**config.mk**
```make
export PLATFORM = sky130hd
export DESIGN_NAME = rom_loader
export DESIGN_NICKNAME = d
export VERILOG_FILES = /design/src/rtl/rom_loader_pkg.sv /design/src/rtl/rom_word_packer.sv /design/src/rtl/rom_loader.sv
export SDC_FILE = /design/constraint.sdc
export NUM_CORES = 1
export LEC_CHECK = 0
export CORE_ASPECT_RATIO = 2
export CORE_MARGIN = 1.5
export CORE_UTILIZATION = 39
export CTS_CLUSTER_SIZE = 25
export DETAILED_ROUTE_END_ITERATION = 10
export PLACE_DENSITY = 0.6
export SETUP_SLACK_MARGIN = 0.05
export SLEW_MARGIN = 20
export SYNTH_ARGS = -nofsm -noshare
export SYNTH_HDL_FRONTEND = slang
export SYNTH_HIERARCHICAL = 1
export SYNTH_SLANG_ARGS = --single-unit
```
**constraint.sdc**
```tcl
create_clock -name clock -period 11.9 [get_ports clock]
set_clock_uncertainty 0.2 [all_clocks]
set_input_delay 1.785 -clock clock [delete_from_list [all_inputs] [get_ports clock]]
set_output_delay 1.785 -clock clock [all_outputs]
set_load 0.03 [all_outputs]
```
**src/rtl/rom_loader_pkg.sv**
```systemverilog
// Shared encodings for the boot ROM loader.
// Latency: none (types and constants only).
// Backpressure: not applicable.
package rom_loader_pkg;

  // Loader sequencing states
  typedef enum logic [1:0] {
    ST_IDLE  = 2'd0,
    ST_FETCH = 2'd1,
    ST_WRITE = 2'd2,
    ST_DONE  = 2'd3
  } state_t;

  // Bytes per memory word and the address bits that select a byte lane
  localparam int WORD_BYTES = 4;
  localparam int LANE_BITS  = 2;

endpackage

```
**src/rtl/rom_word_packer.sv**
```systemverilog
// Packs ROM bytes into one little-endian memory word, one lane per write.
// Latency: a byte written at a rising edge is visible on o_word right after it.
// Backpressure: none; the owner simply stops writing while the word is held.
module rom_word_packer
  import rom_loader_pkg::*;
(
  input  logic                    i_clock,
  input  logic                    i_reset,
  input  logic                    i_clear,
  input  logic                    i_write,
  input  logic [LANE_BITS-1:0]    i_lane,
  input  logic [7:0]              i_byte,
  output logic [8*WORD_BYTES-1:0] o_word
);

  logic [8*WORD_BYTES-1:0] r_word;

  // Clear wins over a lane write so a new word always starts from zero lanes
  always_ff @(posedge i_clock or posedge i_reset) begin
    if (i_reset) begin
      r_word <= '0;
    end else if (i_clear) begin
      r_word <= '0;
    end else if (i_write) begin
      r_word[{i_lane, 3'b000} +: 8] <= i_byte;
    end
  end

  assign o_word = r_word;

endmodule

```
**src/rtl/rom_loader.sv**
```systemverilog
// Walks the program ROM from byte 0 and writes packed 32-bit words to main memory.
// Latency: one byte per cycle, plus one WRITE cycle per word when ready is high (5 cycles per full word).
// Backpressure: WRITE holds address, data and the ROM pointer steady until mem_write_ready.
module rom_loader
  import rom_loader_pkg::*;
#(
  parameter int                    ADDR_WIDTH = 32,
  parameter logic [ADDR_WIDTH-1:0] BASE_ADDR  = '0,
  parameter int                    MAX_BYTES  = 4096
) (
  input  logic                  clock,
  input  logic                  reset,
  input  logic                  start,
  output logic [ADDR_WIDTH-1:0] rom_address,
  input  logic [7:0]            rom_byte,
  input  logic                  rom_done,
  output logic [ADDR_WIDTH-1:0] mem_address,
  output logic [31:0]           mem_data,
  output logic                  mem_write_valid,
  input  logic                  mem_write_ready,
  output logic                  busy,
  output logic                  load_complete,
  output logic                  overflow,
  output logic [ADDR_WIDTH-1:0] bytes_loaded
);

  state_t                r_state;
  logic [ADDR_WIDTH-1:0] r_rom_address;
  logic [ADDR_WIDTH-1:0] r_word_index;
  logic [ADDR_WIDTH-1:0] r_bytes_loaded;
  logic [ADDR_WIDTH-1:0] r_mem_address;
  logic                  r_last;
  logic                  r_overflow;
  logic                  r_mem_write_valid;
  logic                  r_busy;
  logic                  r_load_complete;

  logic [LANE_BITS-1:0]  w_lane;
  logic [ADDR_WIDTH-1:0] w_bytes_next;
  logic                  w_limit_hit;
  logic                  w_last;
  logic                  w_start_load;
  logic                  w_handshake;
  logic                  w_capture;
  logic                  w_clear;
  logic [31:0]           w_word;

  assign w_lane       = r_rom_address[LANE_BITS-1:0];
  assign w_bytes_next = r_bytes_loaded + ADDR_WIDTH'(1);
  assign w_limit_hit  = (w_bytes_next == ADDR_WIDTH'(MAX_BYTES));
  assign w_last       = rom_done || w_limit_hit;
  assign w_start_load = start && ((r_state == ST_IDLE) || (r_state == ST_DONE));
  assign w_handshake  = (r_state == ST_WRITE) && mem_write_ready;
  assign w_capture    = (r_state == ST_FETCH);
  // The final word is kept after the last handshake so DONE still shows it
  assign w_clear      = w_start_load || (w_handshake && !r_last);

  rom_word_packer u_packer (
    .i_clock (clock),
    .i_reset (reset),
    .i_clear (w_clear),
    .i_write (w_capture),
    .i_lane  (w_lane),
    .i_byte  (rom_byte),
    .o_word  (w_word)
  );

  // Load sequencer: counters, word address and handshake outputs are all registered here
  always_ff @(posedge clock or posedge reset) begin
    if (reset) begin
      r_state           <= ST_IDLE;
      r_rom_address     <= '0;
      r_word_index      <= '0;
      r_bytes_loaded    <= '0;
      r_mem_address     <= '0;
      r_last            <= 1'b0;
      r_overflow        <= 1'b0;
      r_mem_write_valid <= 1'b0;
      r_busy            <= 1'b0;
      r_load_complete   <= 1'b0;
    end else begin
      case (r_state)
        ST_IDLE, ST_DONE: begin
          if (start) begin
            r_state         <= ST_FETCH;
            r_rom_address   <= '0;
            r_word_index    <= '0;
            r_bytes_loaded  <= '0;
            r_mem_address   <= '0;
            r_last          <= 1'b0;
            r_overflow      <= 1'b0;
            r_busy          <= 1'b1;
            r_load_complete <= 1'b0;
          end
        end

        ST_FETCH: begin
          r_bytes_loaded <= w_bytes_next;
          // A real end of ROM on the same byte as the limit is not an overflow
          r_overflow     <= !rom_done && w_limit_hit;
          r_last         <= w_last;
          if (w_last || (w_lane == LANE_BITS'(WORD_BYTES - 1))) begin
            r_state           <= ST_WRITE;
            r_mem_write_valid <= 1'b1;
            r_mem_address     <= BASE_ADDR + (r_word_index << LANE_BITS);
          end else begin
            r_rom_address <= r_rom_address + ADDR_WIDTH'(1);
          end
        end

        ST_WRITE: begin
          if (mem_write_ready) begin
            r_mem_write_valid <= 1'b0;
            if (r_last) begin
              r_state         <= ST_DONE;
              r_busy          <= 1'b0;
              r_load_complete <= 1'b1;
            end else begin
              r_state       <= ST_FETCH;
              r_word_index  <= r_word_index + ADDR_WIDTH'(1);
              r_rom_address <= r_rom_address + ADDR_WIDTH'(1);
            end
          end
        end

        default: begin
          r_state <= ST_IDLE;
        end
      endcase
    end
  end

  assign rom_address     = r_rom_address;
  assign mem_address     = r_mem_address;
  assign mem_data        = w_word;
  assign mem_write_valid = r_mem_write_valid;
  assign busy            = r_busy;
  assign load_complete   = r_load_complete;
  assign overflow        = r_overflow;
  assign bytes_loaded    = r_bytes_loaded;

endmodule
```
-- After elaboration in Yosys (flattened, before gate mapping)
Index checks and enable logic that the tools add are counted.
- input port bits: 13
- output and inout bits: 132
- bits in registers: 167
- word-level logic and storage cells: 83
- equal/unequal tests: 11
- multiplexer cells: 32
- shift-type cells: 2
- add/sub/neg operators: 4
- reductions and logical operators: 23
- operator list (cell ; count):
    32-bit two-way mux ; 9
    32-bit case mux with 2 select lines ; 3
    32-bit by 1-bit adder with 32-bit output (second input constant) ; 3
    32-bit case mux with 3 select lines ; 1
    32-bit bitwise mux ; 1
    32-bit by 13-bit == test with 1-bit output (second input constant) ; 1
    8-bit by 7-bit variable shift with 32-bit output (first input constant) ; 1
    8-bit by 7-bit variable part select with 32-bit output ; 1
    2-bit != test (second input constant) ; 6
    4-bit AND reduction ; 3
    1-bit case mux with 2 select lines ; 5
    3-bit AND reduction ; 3
    1-bit two-way mux ; 8
    2-bit two-way mux ; 4
    2-bit nonzero test ; 4
    5-bit negator with 7-bit output ; 1
    2-bit == test (second input constant) ; 3
    2-bit case mux with 3 select lines ; 1
    1-bit logical AND ; 4
    1-bit logical OR ; 4
    2-bit by 1-bit == test with 1-bit output (second input constant) ; 1
    1-bit logical NOT ; 2
    2-bit logical NOT ; 1
    2-bit AND reduction ; 1
    2-bit OR reduction ; 1

-- Depth between registers and ports, before layout
Gate-level depths: netlist of run 1.
- depth after elaboration: 6
- mapped depth: 12
- depth with buffers taken out: 10

-- Hierarchy
The synthesis of run 1 kept the hierarchy.
- by module, submodules not included (module ; area each (µm²) ; instances ; cells each ; sequential area each (µm²)):
    rom_loader ; 7414.6 ; 1 ; 802 ; 3278.1
    rom_word_packer ; 1480.2 ; 1 ; 117 ; 800.8

-- Worst setup path after synthesis of run 1
No wires, ideal clock.
- path type: input to register
- from: input port mem_write_ready
- to: register r_word_index[28]
- cell stages on the path: 8
- path slack: 8.064 ns
- library setup time: 0.132 ns
- data arrival time: 3.504 ns
- cells stage by stage: nand2b_1 > a2111o_1 > nor4_1 > nand2_1 > nor3_1 > nand4_1 > xor2_1 > nor2_1
- cells in the longest elaborated chain, start to end: 2
- RTL lines (what ; RTL line ; source):
    from (decl) ; rom_loader.sv:20 ; input logic mem_write_ready,
    2-bit != test (no source line) ; -- ;
    4-bit AND reduction (no source line) ; -- ;
    to (signal assigned) ; rom_loader.sv:120 ; r_word_index <= r_word_index + ADDR_WIDTH'(1);
    to (decl) ; rom_loader.sv:29 ; logic [ADDR_WIDTH-1:0] r_word_index;
Every way passes these cells.
A chain may end at the register's enable or synchronous reset.

-- Worst setup path after layout of run 1
- from: input port start
- to: register r_rom_address[0] (netlist: rom_address[0])
- cells in the longest elaborated chain, start to end: 2
- RTL lines (what ; RTL line ; source):
    from (decl) ; rom_loader.sv:13 ; input logic start,
    2-bit != test (no source line) ; -- ;
    4-bit AND reduction (no source line) ; -- ;
    to (signal assigned) ; rom_loader.sv:107 ; r_rom_address <= r_rom_address + ADDR_WIDTH'(1);
    to (signal assigned) ; rom_loader.sv:121 ; r_rom_address <= r_rom_address + ADDR_WIDTH'(1);
    to (decl) ; rom_loader.sv:28 ; logic [ADDR_WIDTH-1:0] r_rom_address;
Every way passes these cells.

==> impl_results.md, run 1 <==
* Status: finished, final reports clean
* GPL Wtd Cong at 0.8239
* Via Count at 7694
* Vias/cell at between 5 and 6
* Hold Crit Class: reg -> reg
* Hold_sp: u_packer/o_word[16]
* Setup bufs post-CTS at 0
* Core Box Area at 22540 µm²
* Max frequency at about 230 MHz
* Setup TNS at 0 ps
* Hold depth at 1
* Met3 GRT Util at 0.04842
* Hold worst-path end: u_packer/o_word[16]
* Clock share of power at 0.275
* Worst reg-to-reg setup slack at between 7000 and 8000 ps
* H-Tree Depth at 4
* Met1 Resource Use GR at 0.2405
* Wire per inst at 19.64 µm
* Mapped cell area at 8895 µm²
* Post-Synth XOR/XNOR Area at 0.03348
* Worst vdd ir at 167.0 µV
* Post-Syn Instances at 919
* Seq/Total Area, Yosys at 0.4586
* Die Y at 216.6 µm
* CTS tree: done
* Final setup violation count at 0
* R2R Path Start: bytes_loaded[0]
* Adder-cell share of the synthesized area at 0.01688
* Clk_lat worst skew at 440 ps
* Final Core Density at 0.4918
* NetSw at 870.4 µW
* GRT busiest layer: met2
* Slew Limit Fails at 0
* Pin count of the biggest net entering global routing at 75
* Number of synthesized flops with an enable pin at 0
* Top post-synthesis cells by area: dfrtp_1, a22o_1, o21ai_0, nand2_1, nor2_1
* Synth Area in Compound Gates at 0.2270
* Die width at around 110 µm
* DRC at 0
* Crit path DAT at 4610 ps
* Iteration-0 DRC Markers at just over 400
* Total CTS buffers at 17
* Int Power at 1.200 mW
* Ys async rst share at 1.000
* Mapped Avg Cell Area at 9.679 µm²
* DP Area at 10470 µm²
* Max-cap viol count at 0
* Clk sinks at 163
* Resize count post-CTS at 0
* Slew margin rel. at 0.2874
* Switching Share at 0.4203
* Vias in the first global route at 7657
* Layout cell share with drive strength beyond 1 at 0.07935
* Final period util at 0.3725
* Hpwl dp at 18290 µm
* Distinct cells, synth at 76
* N_diodes at 0
* IO buf count at 142
* Simple-gate share of the synthesized area at 0.1951
* Share of power burned in registers at 0.315
* Post-cts hold buffer count at 0
* Final instance area at 11090 µm²
* 1st-pass router iterations at 4
* Row count at 78
* Synth Warn # at 6
* Main combinational cell family by area after synthesis: compound AO/OA/AOI/OAI gates
* Area grow syn2layout at 24.65%
* Total track usage at 0.2272
* Wirelength, routed at roughly 26000 µm
* RR Endpoint: mem_address[5]
* Max FO, Critical Path at 25
* Root buffer cell: clkbuf_16
* Combinational share of power at 0.410
* Post-Place Setup Slack at about 7000 ps
* Max clock buf depth at 2
* RSZ-0062 raised after global routing: false
* Critical path required time at 12080 ps
* Leakage at between 4 and 5 nW
* CP endpoint kind: register
* Congestion Overflow GR at 0
* Antenna Nets Post-Route at 0
* Top cell type's share of synthesized area at 0.4586
* Met2 Use GR at 0.4145
* FF+latch count, synth at 163
* Initial Utilization at 0.3945
* Pwr dens at 186.8 nW/µm²
* CTS clk-pin slew, worst paths at roughly 60 ps
* Critical path type: in -> reg
* # IOs at 145
* First-pass GRT wire length at a little over 40000 µm
* Largest area contributor in the netlist: dfrtp_1
* Mux contribution to synthesized area at 0.01336
* Area of the die at 23780 µm²
* Critical Path Start Type: input port
* Top FF cell, synth: dfrtp_1
* Fillcell total at 2110
* Initial antenna violation count at 0
* Hold Vio Cnt, Final at 0
* Setup ws final at approximately 7500 ps
* Post-layout minimum cycle time at 4433 ps
* R2R cell count at 9
* Worst-Margin Slew at 1069 ps
* Nets at 1059
[metrics by stage]
step | hold slack [ps] | power, mW | cells
2_1_floorplan | 272.9 | 1.244 | 920
3_3_place_gp | 272.6 | 1.501 | 1294
3_5_place_dp | 280.6 | 1.508 | 1294
4_1_cts | 294.4 | 2.087 | 1325
5_1_grt | 311.4 | 2.188 | 1326
6_report | 291.6 | 2.071 | 1326
[placed cells by master, fill, tap and decap left out, drive strengths merged, types with 22 or more instances in the layout]
cell	n
clkdlybuf4s50	142
inv	41
a22o	39
o21ai	68
nand3	31
nor2	74
a32o	25
dfrtp	163
nand2	82
a21oi	23
and3	22
[worst max path at each step]
| stage | startpoint | end | slack (ps) | depth (start not counted) |
|---|---|---|---|---|
| after floorplan | reset | busy | 6420 | 1 |
| final | start | rom_address[0] | 7470 | 7 |
| after CTS | start | rom_address[0] | 7500 | 7 |
| after global placement | start | rom_address[0] | 7080 | 7 |
| after global routing | bytes_loaded[0] | mem_address[25] | 7280 | 9 |
| after detailed placement | start | rom_address[0] | 7020 | 7 |
[kinds of logic (layout without fill, tap and decap cells)]
| logic type | after synthesis | in the layout |
|---|---|---|
| muxes | 11 | 11 |
| xor gates and xnor gates | 34 | 34 |
| other | 1 | 2 |
| AOI/OAI and AO/OA | 263 | 263 |
| DFF | 163 | 163 |
| and+or+nand+nor | 330 | 330 |
| adders and majority gates | 12 | 12 |
| buffers and inverters | 105 | 231 |
[cell usage after synthesis, drive strengths merged (3+ instances only)]
master,n
a32o,25
a211o,6
or2,4
nor2b,14
nand3,31
nor4,15
a2111oi,3
o2bb2ai,5
nand2,82
nor4bb,4
o2111ai,3
o21ai,68
or3,7
and2,11
nand4,21
o22ai,12
a221oi,7
a21o,5
o32ai,8
a211oi,14
and4,12
a21oi,23
o31ai,11
nand4b,4
mux2,4
dfrtp,163
mux2i,7
ha,12
nor2,74
nand2b,5
a22o,39
a31oi,13
xnor2,13
o221ai,4
o211ai,5
nor3,19
inv,41
and3,22
clkbuf,31
buf,32
xor2,21
[metal layers]
layer	part of all wire	wire length (µm)	vias to the layer above
met5	0	0	-
met4	0.037	964	0
met3	0.042	1094	45
met2	0.55	14300	198
met1	0.37	9682	3823
li1	-	-	3628
[power by group through the flow]
stage	Combinational [mW]	Clock, mW	Sequential [mW]
final	0.849	0.569	0.653
after global routing	0.920	0.608	0.660
after CTS	0.847	0.588	0.652
after detailed placement	0.845	0	0.663
after global placement	0.840	0	0.662
after floorplan	0.535	0	0.709
[worst max-delay path, cell delays in order]
cell and delay [ps]:
clkdlybuf4s50_1 510, nand2b_1 210, o21ai_0 210, a21o_1 510
nor2_1 410, a21boi_2 700, mux2_2 280
[state kept, by name, indices dropped and copies added, names as in the netlist]
name,cells
mem_write_valid,1
load_complete,1
u_packer/o_word,32
busy,1
r_word_index,30
r_last,1
overflow,1
rom_address,32
r_state,2
mem_address,30
bytes_loaded,32
[final cells by class]
type / instances / area, µm² / area share
multi-input combinational: 652 / 4342 / 0.3916
timing repair buffer: 158 / 1554 / 0.1402
clock inverter: 10 / 131.4 / 0.01185
tap: 280 / 350.3 / 0.03160
clock buffer: 21 / 470.5 / 0.04243
inverter: 42 / 160.2 / 0.01445
sequential: 163 / 4079 / 0.3679
Power figures use the tool's default switching activity.
==> inputs of run 2 (changes only) <==
PLACE_DENSITY = 0.63   (was 0.6)
clock period = 3.9 ns   (was 11.9 ns; I/O delays follow)
==> run 2 against run 1 <==
Critical path depth rose by 1. Clock-buffer cell count grew 2. Via count is 1.9% higher. Die area unchanged. Critical endpoint is now rom_address[1].
==> impl_results.md, run 2 (synthesis results as in run 1) <==
* Area of the die at 23780 µm²
* DRC at 0
* Initial Utilization at 0.3945
* GPL Wtd Cong at between 0.9 and 1
* Initial antenna violation count at 0
* Clk sinks at between 150 and 200
* Root buffer cell: clkbuf_16
* Highest-count cells in the layout ignoring fill and taps: dfrtp_1, clkdlybuf4s50_1, nand2_1
* Post-layout minimum cycle time at 3658 ps
* Fillcell total at 2098
* Vias/cell at 5.811
* WL met1 at about 9800 µm
* Critical path type: reg -> reg
* Final period util at 0.9379
* Via Count at 7839
* Area grow syn2layout at 26.09%
* Wirelength, routed at 26030 µm
* Setup TNS at 0 ps
* N_diodes at 0
* H-Tree Depth at 4
* Nets at 1082
* Fin Hold WS at 292.4 ps
* Share of power burned in registers at 0.311
* Hold Vio Cnt, Final at 0
* # IOs at 145
* Layout cell share with drive strength beyond 1 at 0.09729
* Worst-Margin Slew at between 700 and 800 ps
* CTS clk-pin slew, worst paths at 60 ps
* Status: finished, final reports clean
* Max clock buf depth at 2
* RSZ-0062 raised after global routing: false
* Slew Limit Fails at 0
* Row count at 78
* Combinational share of power at 0.439
* Max-cap viol count at 0
* Post-cts hold buffer count at 0
* Commonest non-fill, non-tap cell in the layout: dfrtp_1
* Final setup violation count at 0
* Iteration-0 DRC Markers at 432
* Leakage at 4.667 nW
* Critical path required time at 4020 ps
* IO buf count at 142
* Total CTS buffers at 17
* Clock share of power at 0.250
* Worst vdd ir at 431.0 µV
* Met2 wire len at 14190 µm
* Hold Crit Class: reg -> reg
* CTS tree: done
* Max layer used: met4
* Max FO, Critical Path at 14
* Pin count of the biggest net entering global routing at 132
* Clk_lat worst skew at around 440 ps
* First-pass GRT wire length at 41610 µm
* Slew margin rel. at 0.5228
* Switching Share at 0.4258
* Max frequency at 273.4 MHz
* Int Power at 3.567 mW
* Core Box Area at 22540 µm²
* Critical Path Start Type: register
* Vias in the first global route at 7894
* Metal3 WL at 1058 µm
* Antenna Nets Post-Route at 0
* Congestion Overflow GR at 0
* Total track usage at 0.2283
* Hpwl dp at 18070 µm
* NetSw at about 2.6 mW
* 1st-pass router iterations at 5
* Pwr dens at 553.8 nW/µm²
* Die width at 109.8 µm
* Wire per inst at 19.30 µm
* Crit path DAT at around 3800 ps
* CP endpoint kind: register
* Die Y at 216.6 µm
run 2: cell types whose count changed in the layout (fill, tap and decap cells not counted):
cell,previous run,this run
buf_4,15,36
clkinvlp_4,1,5
bufinv_16,3,0
buf_12,1,3
clkbuf_1,1,3
clkinv_2,5,3
clkinv_4,1,0
inv_4,1,0
inv_6,0,1
run 2: worst paths after layout:
path	slack [ps]	from	cells after the start	endpoint
max in group asynchronous	2430	reset	3	bytes_loaded[31]
min	290	u_packer/o_word[8]	1	u_packer/o_word[8]
min in group asynchronous	430	reset	3	u_packer/o_word[19]
max	240	bytes_loaded[3]	8	rom_address[1]
max reg2reg	240	bytes_loaded[3]	8	rom_address[1]
min reg2reg	290	u_packer/o_word[8]	1	u_packer/o_word[8]
run 2: what timing repair did:
item,in CTS,in global routing
buffers inserted,0,3
setup endpoints to repair,0,17
resized for setup,0,0
run 2: cell type report:
cell class,instances,area [µm²],area share
multi-input combinational,652,4342,0.3871
sequential,163,4079,0.3637
timing repair buffer,181,1752,0.1562
clock buffer,23,478.0,0.04261
tap,280,350.3,0.03124
inverter,42,161.4,0.01439
clock inverter,8,53.80,0.004797
run 2: per-layer routing:
layer	up-vias	global-route usage
li1	3682	-
met1	3902	0.2414
met2	205	0.4145
met3	50	0.05353
met4	0	0.1056
met5	-	0
run 2: stage by stage:
step | cells | cell area (µm²) | utilization | setup WS (ps) | total power [mW]
detailed placement | 1315 | 10650 | 0.4724 | 245.2 | 4.674
CTS | 1346 | 11180 | 0.4959 | 193.1 | 6.247
finish | 1349 | 11220 | 0.4975 | 242.2 | 6.212
global route | 1349 | 11220 | 0.4975 | 100.1 | 6.581
floorplan | 920 | 8902 | - | 435.6 | 3.796
global placement | 1315 | 10650 | 0.4724 | 288.0 | 4.651
run 2: critical path, stage by stage, from the launching register on:
cell	delay, ps
dfrtp_1	530
and4_4	320
and3_1	490
mux2i_1	450
o2111a_1	260
o2111ai_2	190
o211a_4	360
o21ai_2	380
mux2_4	340
run 2: power by group through the flow:
stage,logic (mW),clock network [mW],registers [mW]
after global placement,2.69,0,1.96
after floorplan,1.63,0,2.16
final,2.73,1.55,1.93
after detailed placement,2.71,0,1.96
after global routing,2.97,1.66,1.95
after CTS,2.72,1.59,1.93
==> inputs of run 3 (changes only) <==
ABC_AREA = 1   (was unset)
CORE_ASPECT_RATIO = 0.8   (was 2)
==> run 3 against run 2 <==
Sequential power about the same. First-iteration DRC count up 57%. Setup slack improved by 580 ps. Total power decreased by 10%. Synthesized cell count up 37%. Critical path type unchanged. Wire length shrank 4.8%. Highest routed layer unchanged. Cell count increased by 27%. Combinational power down 25%. Critical endpoint is now r_word_index[27].
==> impl_results.md, run 3 <==
* Pwr dens at 490.7 nW/µm²
* Worst vdd ir at slightly above 400 µV
* Congestion Overflow GR at 0
* Pin count of the biggest net entering global routing at 107
* Max FO, Critical Path at 11
* Post-layout minimum cycle time at just over 3000 ps
* Mapped cell area at 9054 µm²
* Layout cell share with drive strength beyond 1 at 0.05453
* Top post-synthesis cells by area: dfrtp_1, nand2_1, nand3_1, nor2_1, inv_1
* Top cell type's share of synthesized area at 0.4505
* Highest-count cells in the layout ignoring fill and taps: nand2_1, dfrtp_1, clkdlybuf4s50_1
* Critical Path Start Type: register
* Max-cap viol count at 0
* Worst-Margin Slew at 683.9 ps
* Fin cells at between 1500 and 2000
* Mapped Avg Cell Area at 7.191 µm²
* Wire per inst at 14.42 µm
* Status: finished, final reports clean
* Die width at 173.3 µm
* CP endpoint kind: register
* H-Tree Depth at 4
* CTS tree: done
* Number of synthesized flops with an enable pin at 0
* Commonest non-fill, non-tap cell in the layout: nand2_1
* Area of the die at 24140 µm²
* Seq/Total Area, Yosys at 0.4505
* Hpwl dp at 17840 µm
* Dpl cells at 1686
* Tot Pwr at 5.577 mW
* RSZ-0062 raised after global routing: false
* Post-cts hold buffer count at 0
* DRC at 0
* Top-count cell post-synth: nand2_1
* Clk_lat worst skew at 420 ps
* Slew margin rel. at 0.5436
* Critical path type: reg -> reg
* Ys async rst share at 1.000
* Largest area contributor in the netlist: dfrtp_1
* Iteration-0 DRC Markers at between 600 and 700
* Crit path DAT at 3230 ps
* # IOs at 145
* Final Core Density at 0.5024
* Max frequency at between 300 and 400 MHz
* 1st-pass router iterations at 5
* FF+latch count, synth at 163
* Critical path required time at 4050 ps
* Die Y at around 140 µm
* Core Box Area at 22620 µm²
* Top FF cell, synth: dfrtp_1
* Post-Syn Instances at ~1300
* Hold Vio Cnt, Final at 0
* Area grow syn2layout at 25.52%
* Final period util at 0.7890
* Total CTS buffers at 17
* GPL Wtd Cong at 0.8983
* Antenna Nets Post-Route at 0
* Initial antenna violation count at 0
* Synth Warn # at 6
* Row count at 49
* Nets at between 1000 and 1500
* Setup bufs post-CTS at 0
* Setup TNS at 0 ps
* Vias/cell at 4.933
* Initial Utilization at 0.4002
* Resize count post-CTS at 0
* Vias in the first global route at 7826
* Root buffer cell: clkbuf_16
* Leakage at ~5.2 nW
* N_diodes at 0
* Final setup violation count at 0
* CTS clk-pin slew, worst paths at 70 ps
* Commonest cells post-synth: nand2_1, dfrtp_1, nor2_1, inv_1, nand3_1
* Via Count at 8475
* Clk sinks at 163
* Wirelength, routed at 24780 µm
* Max clock buf depth at 2
* IO buf count at 142
* First-pass GRT wire length at 40920 µm
* Slew Limit Fails at 0
* Hold Crit Class: reg -> reg
* Distinct cells, synth at 35
* Total track usage at 0.2097
-- run 3: area by class of cell --
class | count | area [µm²]
Fill cell | 2191 | 11260
Sequential cell | 163 | 4079
Clock inverter | 14 | 130.1
Timing Repair Buffer | 155 | 1531
Tap cell | 306 | 382.9
Inverter | 130 | 491.7
Clock buffer | 18 | 429.2
Multi-Input combinational cell | 932 | 4320
-- run 3: cells by family (layout without fill, tap and decap cells) --
family | Yosys count | after routing | synth area share
AO/OA/AOI/OAI | 105 | 105 | 0.06177
XOR/XNOR | 23 | 23 | 0.02225
adder cells (fa/ha/maj) | 12 | 12 | 0.01658
buffers and inverters | 165 | 317 | 0.07338
flip-flops | 163 | 163 | 0.4505
other | 1 | 2 | 0.0004142
AND/OR/NAND/NOR | 790 | 790 | 0.3751
-- run 3: report_power, final --
part / switching, mW / internal [mW]
Combinational: 1.50 / 0.534
Sequential: 0.111 / 1.82
Clock: 0.725 / 0.886
-- run 3: path summary, 6_finish.rpt --
kind | start | to | slack (ps) | cells after the start
hold reg to reg | mem_address[21] | mem_address[21] | 270 | 2
hold / removal | mem_address[21] | mem_address[21] | 270 | 2
min in group asynchronous | reset | u_packer/o_word[1] | 290 | 2
setup / recovery | r_state[0] | r_word_index[27] | 820 | 14
setup reg to reg | r_state[0] | r_word_index[27] | 820 | 14
max in group asynchronous | reset | rom_address[25] | 2520 | 3
-- run 3: stage by stage --
stage                     worst slack (ps)  hold slack [ps]  area [µm²]
after CTS                            809.2            272.3       11360
after floorplan                       1233            248.0        9061
after global placement               831.9            254.4       10810
after global routing                 364.4            289.8       11360
final                                822.9            268.5       11360
after detailed placement             722.3            258.3       10810
-- run 3: metal layers --
metal  track usage  share of wire
met5             0              0
met4       0.04714          0.010
met3       0.04399          0.047
met2        0.3086           0.44
met1        0.3142           0.50
-- run 3: critical path, stage by stage (launching register included) --
cell,delay [ps]
dfrtp_1,400
inv_1,60
ha_1,310
inv_2,160
or2_2,160
nand2_1,90
inv_1,130
nand2_1,240
nor3_1,370
nand3_1,190
nor2_1,270
nand4_1,140
nor2_1,110
o21ai_1,60
nor2_1,110
